**config.mk**
```make
export PLATFORM = sky130hd
export DESIGN_NAME = cbist_controller_flat
export DESIGN_NICKNAME = d
export VERILOG_FILES = /design/src/rtl/cbist_controller_if.sv /design/src/rtl/cbist_controller.sv /design/src/flat_wrapper.sv
export SDC_FILE = /design/constraint.sdc
export NUM_CORES = 1
export LEC_CHECK = 0
export ABC_AREA = 1
export CAP_MARGIN = 20
export CORE_AREA = 3 3 61 63
export CTS_BUF_LIST = sky130_fd_sc_hd__clkbuf_8
export DETAILED_ROUTE_END_ITERATION = 7
export DIE_AREA = 0 0 64 66
export MAX_ROUTING_LAYER = met4
export PLACE_DENSITY = 0.82
export SLEW_MARGIN = 20
export SYNTH_ARGS = -nofsm -noshare
export SYNTH_HDL_FRONTEND = slang
export SYNTH_SLANG_ARGS = --single-unit
```
**constraint.sdc**
```tcl
create_clock -name clock -period 1.7 [get_ports clock]
set_input_delay 0.255 -clock clock [delete_from_list [all_inputs] [get_ports clock]]
set_output_delay 0.255 -clock clock [all_outputs]
set_load 0.01 [all_outputs]
```
**src/rtl/cbist_controller_if.sv**
```systemverilog
// rtl/cbist_controller_if.sv - circular-BIST controller handshake bundle (bist_abort only with CBIST_ABORT_EN)
interface cbist_controller_if #(
  parameter int SIG_WIDTH = 16
);
  logic                 bist_start;
  logic [SIG_WIDTH-1:0] sig_in;
`ifdef CBIST_ABORT_EN
  logic                 bist_abort;
`endif
  logic                 test_mode;
  logic                 chain_en;
  logic                 chain_init;
  logic                 busy;
  logic                 bist_end;
  logic                 pass_fail;
  logic [SIG_WIDTH-1:0] signature_out;

  // Controller side: consumes the request and live signature, drives chain control and results.
  modport master (
    input  bist_start,
    input  sig_in,
`ifdef CBIST_ABORT_EN
    input  bist_abort,
`endif
    output test_mode,
    output chain_en,
    output chain_init,
    output busy,
    output bist_end,
    output pass_fail,
    output signature_out
  );

  // Host/chain side: the mirror image of the controller.
  modport slave (
    output bist_start,
    output sig_in,
`ifdef CBIST_ABORT_EN
    output bist_abort,
`endif
    input  test_mode,
    input  chain_en,
    input  chain_init,
    input  busy,
    input  bist_end,
    input  pass_fail,
    input  signature_out
  );
endinterface

```
**src/rtl/cbist_controller.sv**
```systemverilog
// rtl/cbist_controller.sv - circular-BIST sequencer: seed, run, freeze, compare; CBIST_ABORT_EN adds bist_abort
module cbist_controller #(
  parameter int                   N_CYCLES   = 1000,
  parameter int                   SIG_WIDTH  = 16,
  parameter logic [SIG_WIDTH-1:0] GOLDEN_SIG = 16'h0000,
  parameter int                   CNT_WIDTH  = $clog2(N_CYCLES + 1)
) (
  input  logic              clock,
  input  logic              reset,
  cbist_controller_if.master bus
);

  typedef enum logic [2:0] {
    IDLE,
    INIT,
    RUN,
    COMPARE,
    DONE
  } state_t;

  localparam logic [CNT_WIDTH-1:0] CNT_LAST = CNT_WIDTH'(N_CYCLES - 1);

  state_t               state;
  state_t               next_state;
  logic                 start_q;
  logic                 start;
  logic [CNT_WIDTH-1:0] cnt;

  logic                 test_mode;
  logic                 chain_en;
  logic                 chain_init;
  logic                 busy;
  logic                 clr_result;
  logic                 load_result;
  logic                 result_pass;
  logic                 cnt_inc;

  logic                 end_r;
  logic                 pass_r;
  logic [SIG_WIDTH-1:0] sig_r;

  // History resets high so a request already held during reset is not seen as an edge.
  assign start = bus.bist_start & ~start_q;

  // State register.
  always_ff @(posedge clock) begin
    if (reset) state <= IDLE;
    else       state <= next_state;
  end

  // Start-edge history.
  always_ff @(posedge clock) begin
    if (reset) start_q <= 1'b1;
    else       start_q <= bus.bist_start;
  end

  // Run counter: cleared when a run is launched, stops advancing at the last RUN cycle.
  always_ff @(posedge clock) begin
    if (reset)           cnt <= '0;
    else if (clr_result) cnt <= '0;
    else if (cnt_inc)    cnt <= cnt + CNT_WIDTH'(1);
  end

  // Result registers: cleared on launch, loaded when leaving COMPARE (or on abort), held otherwise.
  always_ff @(posedge clock) begin
    if (reset) begin
      end_r  <= 1'b0;
      pass_r <= 1'b0;
      sig_r  <= '0;
    end else if (clr_result) begin
      end_r  <= 1'b0;
      pass_r <= 1'b0;
      sig_r  <= '0;
    end else if (load_result) begin
      end_r  <= 1'b1;
      pass_r <= result_pass;
      sig_r  <= bus.sig_in;
    end
  end

  // Next-state logic plus Moore decode of the chain controls from the current state.
  always_comb begin
    next_state  = state;
    test_mode   = 1'b0;
    chain_en    = 1'b1;
    chain_init  = 1'b0;
    busy        = 1'b0;
    clr_result  = 1'b0;
    load_result = 1'b0;
    result_pass = 1'b0;
    cnt_inc     = 1'b0;
    case (state)
      IDLE, DONE: begin
        if (start) begin
          next_state = INIT;
          clr_result = 1'b1;
        end
      end
      INIT: begin
        test_mode  = 1'b1;
        chain_init = 1'b1;
        busy       = 1'b1;
        next_state = RUN;
      end
      RUN: begin
        test_mode = 1'b1;
        busy      = 1'b1;
        if (cnt == CNT_LAST) next_state = COMPARE;
        else                 cnt_inc    = 1'b1;
      end
      COMPARE: begin
        test_mode   = 1'b1;
        chain_en    = 1'b0;
        busy        = 1'b1;
        next_state  = DONE;
        load_result = 1'b1;
        result_pass = (bus.sig_in == GOLDEN_SIG);
      end
      default: next_state = IDLE;
    endcase
`ifdef CBIST_ABORT_EN
    // Abort overrides both the normal RUN exit and the COMPARE verdict.
    if (busy && bus.bist_abort) begin
      next_state  = DONE;
      load_result = 1'b1;
      result_pass = 1'b0;
      cnt_inc     = 1'b0;
    end
`endif
  end

  assign bus.test_mode     = test_mode;
  assign bus.chain_en      = chain_en;
  assign bus.chain_init    = chain_init;
  assign bus.busy          = busy;
  assign bus.bist_end      = end_r;
  assign bus.pass_fail     = pass_r;
  assign bus.signature_out = sig_r;

endmodule

```
**src/flat_wrapper.sv**
```systemverilog
// flat-port wrapper written by rule: the top's interface ports become plain ports
module cbist_controller_flat 
#(
  parameter int                   N_CYCLES   = 1000,
  parameter int                   SIG_WIDTH  = 16,
  parameter logic [SIG_WIDTH-1:0] GOLDEN_SIG = 16'h0000,
  parameter int                   CNT_WIDTH  = $clog2(N_CYCLES + 1)
)
  (clock, reset, bus_bist_start, bus_sig_in, bus_test_mode, bus_chain_en, bus_chain_init, bus_busy, bus_bist_end, bus_pass_fail, bus_signature_out);
  cbist_controller_if #(.SIG_WIDTH(SIG_WIDTH)) bus_i ();
  input  logic clock;
  input  logic reset;
  input wire logic [$bits(bus_i.bist_start)-1:0] bus_bist_start;
  input wire logic [$bits(bus_i.sig_in)-1:0] bus_sig_in;
  output wire logic [$bits(bus_i.test_mode)-1:0] bus_test_mode;
  output wire logic [$bits(bus_i.chain_en)-1:0] bus_chain_en;
  output wire logic [$bits(bus_i.chain_init)-1:0] bus_chain_init;
  output wire logic [$bits(bus_i.busy)-1:0] bus_busy;
  output wire logic [$bits(bus_i.bist_end)-1:0] bus_bist_end;
  output wire logic [$bits(bus_i.pass_fail)-1:0] bus_pass_fail;
  output wire logic [$bits(bus_i.signature_out)-1:0] bus_signature_out;
  assign bus_i.bist_start = bus_bist_start;
  assign bus_i.sig_in = bus_sig_in;
  assign bus_test_mode = bus_i.test_mode;
  assign bus_chain_en = bus_i.chain_en;
  assign bus_chain_init = bus_i.chain_init;
  assign bus_busy = bus_i.busy;
  assign bus_bist_end = bus_i.bist_end;
  assign bus_pass_fail = bus_i.pass_fail;
  assign bus_signature_out = bus_i.signature_out;
  cbist_controller #(.N_CYCLES(N_CYCLES), .SIG_WIDTH(SIG_WIDTH), .GOLDEN_SIG(GOLDEN_SIG), .CNT_WIDTH(CNT_WIDTH)) u_core (.clock(clock), .reset(reset), .bus(bus_i));
endmodule
```
Word-level counts from Yosys, hierarchy flattened
Index checks and enable logic that the tools add are counted.
Widths: inputs -> output; s select.
{ "op_classes": {"n_addsub": 1, "mul": 0, "div": 0, "order_cmp": 0, "eq_ne": 7, "shifts": 0, "muxes": 12, "bitwise": 2, "reduce_logical": 6} }
{ "ops": {"columns": ["op", "n"], "rows": [
  ["$logic_not 16->1", 1],
  ["$pmux 3 s4", 1],
  ["$add 10x1->10 const B", 1],
  ["$eq 10x10->1 const B", 1],
  ["$mux 1", 9],
  ["$eq 3x2->1 const B", 2],
  ["$mux 3", 2],
  ["$ne 2x1->1 const B", 2],
  ["$reduce_or 2->1", 2],
  ["$eq 3x1->1 const B", 1],
  ["$eq 3x3->1 const B", 1],
  ["$logic_not 3->1", 1],
  ["$reduce_or 3->1", 1],
  ["$reduce_and 2->1", 1],
  ["$and 1x1->1", 1],
  ["$not 1->1", 1]
]} }
{ "word_totals": {"reg_bits": 32, "latchBits": 0, "ram_bits": 0, "mem_bits_ro": 0, "input_bits": 19, "output_inout_bits": 22, "wordCells": 34, "memories": 0} }

Longest topological paths before layout
{ "depth": {"depth_word": 5, "mapped_depth": 8, "mapped_depth_nobuf": 8} }

Worst setup path before layout
OpenSTA, ideal clock, no wires.
{ "synth_path": {"path_type": "register to register", "from": "register u_core.cnt[0]", "to": "register u_core.cnt[9]", "setup_ns": 0.113, "arrival_ns": 1.137, "required_time_ns": 1.587, "path_slack_ns": 0.450, "path_stages_with_launch": 9, "synth_period_minus_slack_ns": 1.250, "path_cell_list": "dfxtp_1 -> ha_1 -> nand3_1 -> nor2_1 -> nand2_1 -> nand2_4 -> nor2_1 -> nor2_1 -> nor2_1"} }
{ "synth_via": {"elab_chain_cells": 3} }
{ "synth_rtl": {"columns": ["element", "line", "text"], "rows": [
  ["start: declaration", "cbist_controller.sv:27", "logic [CNT_WIDTH-1:0] cnt;"],
  ["start signal: assignment", "cbist_controller.sv:61", "else if (cnt_inc) cnt <= cnt + CNT_WIDTH'(1);"],
  ["parallel branches: the longest is 3 deep, another holds $add 10x1->10", null, null]
]} }
Parallel ways; which one is timed is not known.
A chain may end at the register's enable or synchronous reset.

Worst setup path after layout
{ "layout_path": {"from": "register u_core.sig_r[5] (netlist: u_core.bus.signature_out[5])", "to": "output port bus_signature_out[5]"} }
{ "layout_rtl": {"columns": ["element", "line", "text"], "rows": [
  ["start: declaration", "cbist_controller.sv:40", "logic [SIG_WIDTH-1:0] sig_r;"],
  ["start signal: assignment", "cbist_controller.sv:77", "sig_r <= bus.sig_in;"],
  ["end: declaration", "flat_wrapper.sv:21", "output wire logic [$bits(bus_i.signature_out)-1:0] bus_signature_out;"]
]} }
No word-level cell between the ends.

==> impl_metrics.csv <==
group,metric,value,unit
run_status,run_status,"completed",
synth,syn_area,1610,µm²
floorplanning,io_pins,41,
layout,filler_cell_count,272,
worst_setup_path,ws_path_type,"flip-flop to primary output",
synth,synth_warnings,0,
layout,flow.area_growth_from_synthesis,32.6,%
layout,total_area_of_multi_input_combinational_cells,734,µm²
global_route,via_count_of_the_first_global_routing_pass,1326,
power_and_ir_drop,ir_drop,0.523,mV
worst_setup_path,slowest_delay,560,ps
power_and_ir_drop,static-leakage-power,0.910,nW
synth,synth.top_cells.by_area,"sky130_fd_sc_hd__dfxtp_1 (40%), sky130_fd_sc_hd__nand2_1 (12%), sky130_fd_sc_hd__o211ai_2 (7.8%), sky130_fd_sc_hd__inv_1 (6.3%), sky130_fd_sc_hd__nor2_1 (6.1%)",
placement,place.detailed.hpwl,2.37,mm
worst_setup_path,critical_path_required,1440,ps
drt,drt_iter0_drc,50,
power_and_ir_drop,seq_power_share,46.6,%
layout,layout_cell_share_with_drive_strength_beyond_1,18.5,%
global_route,aggregate_global_routing_overflow,0,
cts,clock_insertion_delay_worst_skew,280,ps
drt,routedWlPerCell,10.4,µm
floorplanning,floorplan.die_area,4220,µm²
timing,finalHoldWorstSlack,479,ps
synth,syn-mean-instance-area,7.51,µm²
worst_setup_path,buffers_inverters_on_critical_path,1,
synth,yosysSeqAreaShare,39.8,%
timing,rsz_0062_raised_after_global_routing,"false",
synth,synth.most_common_cell,"sky130_fd_sc_hd__nand2_1",
timing,worst_slew_margin_rel,76.5,%
synth,netlist_instances,214,
synth,synth.ff_latch_count,32,
timing,timing.final.hold_violations,0,
timing,period_minus_slack,1460,ps
global_route,grt_antenna_before_repair,0,
placement,place.gp.congestion,0.884,
synth,ys_top_cells_by_count,"sky130_fd_sc_hd__nand2_1 (53), sky130_fd_sc_hd__dfxtp_1 (32), sky130_fd_sc_hd__inv_1 (27), sky130_fd_sc_hd__nor2_1 (26), sky130_fd_sc_hd__inv_2 (15)",
drt,drcViolationCount,0,
drt,route.detailed.vias_per_inst,4.71,
worst_setup_path,crit_arrival,1210,ps
cts,clock_tree_from_tritoncts,"yes",
synth,synth-async-reset-ratio,0,%
timing,final-setup-viol-count,0,
drt,antenna_left,0,
cts,cts_root_buffer,"sky130_fd_sc_hd__clkbuf_8",
power_and_ir_drop,intPower,1.29,mW
power_and_ir_drop,power_switching,499,µW
layout,fin_nets,278,
global_route,grt.total_usage,16.6,%
cts,clock_sink_count,32,
timing,final_clock_period_utilization_by_the_worst_path,86.1,%
worst_setup_path,timing.critical_path.slowest_stage_cell,"sky130_fd_sc_hd__clkdlybuf4s50_1",
timing,worst_slew_pin_tran,352,ps
placement,placedCellCount,297,
layout,diodes,0,
hold_path,worstHoldPathType,"flip-flop to flip-flop",
worst_setup_path,timing.critical_path.from_type,"flip-flop",
worst_setup_path,crit_path_cell_trace,"clkdlybuf4s50_1",
placement,place.port_buffers,40,
timing,timing_max_transition_violations_final,0,
floorplanning,initial_utilization,49.0,%
drt,totalWireLength,3.18,mm
floorplanning,die_height,66,µm
synth,synth_enable_flop_cells,0,
cts,worst_setup_hold_path_clk_slew,70,ps
timing,max_freq,684,MHz
drt,vias,1436,
cts,clock_tree.buffer_depth,2,
layout,final_cell_count_no_fill,305,
synth,yosysTopAreaCell,"sky130_fd_sc_hd__dfxtp_1",
synth,ys.flop_type,"sky130_fd_sc_hd__dfxtp_1",
floorplanning,floorplan.core_area,3280,µm²
power_and_ir_drop,combinationalPowerShare,20.4,%
timing,setup-tns-final,0,ps
worst_setup_path,crit_family,"buffers and inverters",
floorplanning,die_w,64,µm
power_and_ir_drop,netSwitchingFraction,28.0,%
power_and_ir_drop,relative_contribution_of_the_clock_network_to_total_power,33.0,%
synth,synthesized_nets,234,
cts,cts-buffers-inserted,5,
job,maxCapViolations,0,
synth,synth.lib_cells_used.distinct,27,
global_route,grt_pass1_wl,5.39,mm
drt,first_pass_iteration_count_of_the_detailed_router,4,
layout,register_area,647,µm²
worst_setup_path,critical_path.endpoint_type,"primary output",
floorplanning,row_count,21,
worst_setup_path,worst-path-max-fanout,2,
timing,clock_tree_skew_after_final_layout,7.71,ps
global_route,maximum_number_of_pins_on_one_net_before_global_route_repair,33,
power_and_ir_drop,power.density_cell_area,837,nW/µm²
synth,netlist.area_leader.share,39.8,%
cts,h-tree-depth,2,
## logic make-up after synthesis
group           share of synthesized area (%)
fa+ha+maj                               0.778
xor+xnor                                 1.09
simple gates                             28.2
flops                                    39.8
compound gates                           15.3
buf+inv                                  14.8
## power groups by stage
stage	clock [mW]	combinational, mW	sequential, mW
global placement	0	0.369	0.838
detailed placement	0	0.374	0.839
floorplan	0	0.226	0.842
CTS	0.606	0.374	0.832
global route	0.639	0.399	0.837
finish	0.589	0.364	0.832
## cell type report
cell class	instances	area share [%]
repair buffers	43	20.1
clock inverters	2	0.528
flip-flops and latches	32	30.3
multi-input cells	132	34.4
clock buffers	6	3.87
inverters	44	7.98
well taps	46	2.70
## layer usage
| layer | vias up | GRT usage (%) | share of wire [%] |
|---|---|---|---|
| met1 | 638 | 20.1 | 47 |
| met3 | 8 | 4.93 | 5.7 |
| li1 | 753 | - | - |
| met5 | - | - | 0 |
| met2 | 37 | 25.5 | 45 |
| met4 | 0 | 7.28 | 1.7 |
## path summary, 6_finish.rpt
check,start,endpoint,slack [ps],cells past startpoint
hold reg to reg,u_core.bus.pass_fail$_SDFFE_PP0P_,u_core.bus.pass_fail$_SDFFE_PP0P_,480,2
hold / removal,u_core.bus.pass_fail$_SDFFE_PP0P_,u_core.bus.pass_fail$_SDFFE_PP0P_,480,2
setup reg to reg,u_core.cnt[0]$_SDFFE_PP0P_,u_core.cnt[0]$_SDFFE_PP0P_,240,8
setup / recovery,u_core.bus.signature_out[5]$_SDFFE_PP0P_,bus_signature_out[5],240,1
## flip-flops by register name, summed over array words and instances, names as in the netlist
register,count
u_core.bus.signature_out,16
u_core.bus.pass_fail,1
u_core.cnt,10
u_core.bus.bist_end,1
u_core.start_q,1
u_core.state,3
## layout by cell type, fill, tap and decap left out, types with 2 or more instances in the layout
cell / instances
sky130_fd_sc_hd__inv_1: 28
sky130_fd_sc_hd__nand4_1: 5
sky130_fd_sc_hd__inv_2: 15
sky130_fd_sc_hd__nor2_1: 26
sky130_fd_sc_hd__inv_4: 2
sky130_fd_sc_hd__buf_4: 3
sky130_fd_sc_hd__o211ai_2: 10
sky130_fd_sc_hd__nand2_1: 53
sky130_fd_sc_hd__nand3b_1: 2
sky130_fd_sc_hd__xor2_1: 2
sky130_fd_sc_hd__nor2_4: 3
sky130_fd_sc_hd__clkbuf_8: 6
sky130_fd_sc_hd__dlymetal6s2s_1: 3
sky130_fd_sc_hd__dfxtp_2: 2
sky130_fd_sc_hd__clkdlybuf4s50_1: 36
sky130_fd_sc_hd__o21ai_1: 3
sky130_fd_sc_hd__dfxtp_1: 29
sky130_fd_sc_hd__nand3_1: 7
sky130_fd_sc_hd__o211ai_1: 6
sky130_fd_sc_hd__a21oi_1: 7
## worst min-delay path, delay by kind of cell (launching register included)
family             cells  cell delay (ps)
DFF                    1              320
AOI/OAI and AO/OA      1               50
and+or+nand+nor        1               60
## repair_timing
action | in CTS | in global routing
buffers inserted | 0 | 0
gates resized for setup | 6 | 3
setup endpoints to repair | 3 | 3
hold buffers | 0 | 0
## metrics by stage
stage	area [µm²]	total power, mW	utilization (%)	worst slack [ps]
floorplan	1610	1.07	-	450
global placement	2020	1.21	61.5	156
detailed placement	2020	1.21	61.5	127
CTS	2120	1.81	64.7	8.08
global route	2130	1.87	64.9	111
finish	2130	1.78	64.9	237
No activity file was read; power rests on OpenSTA's default activity.
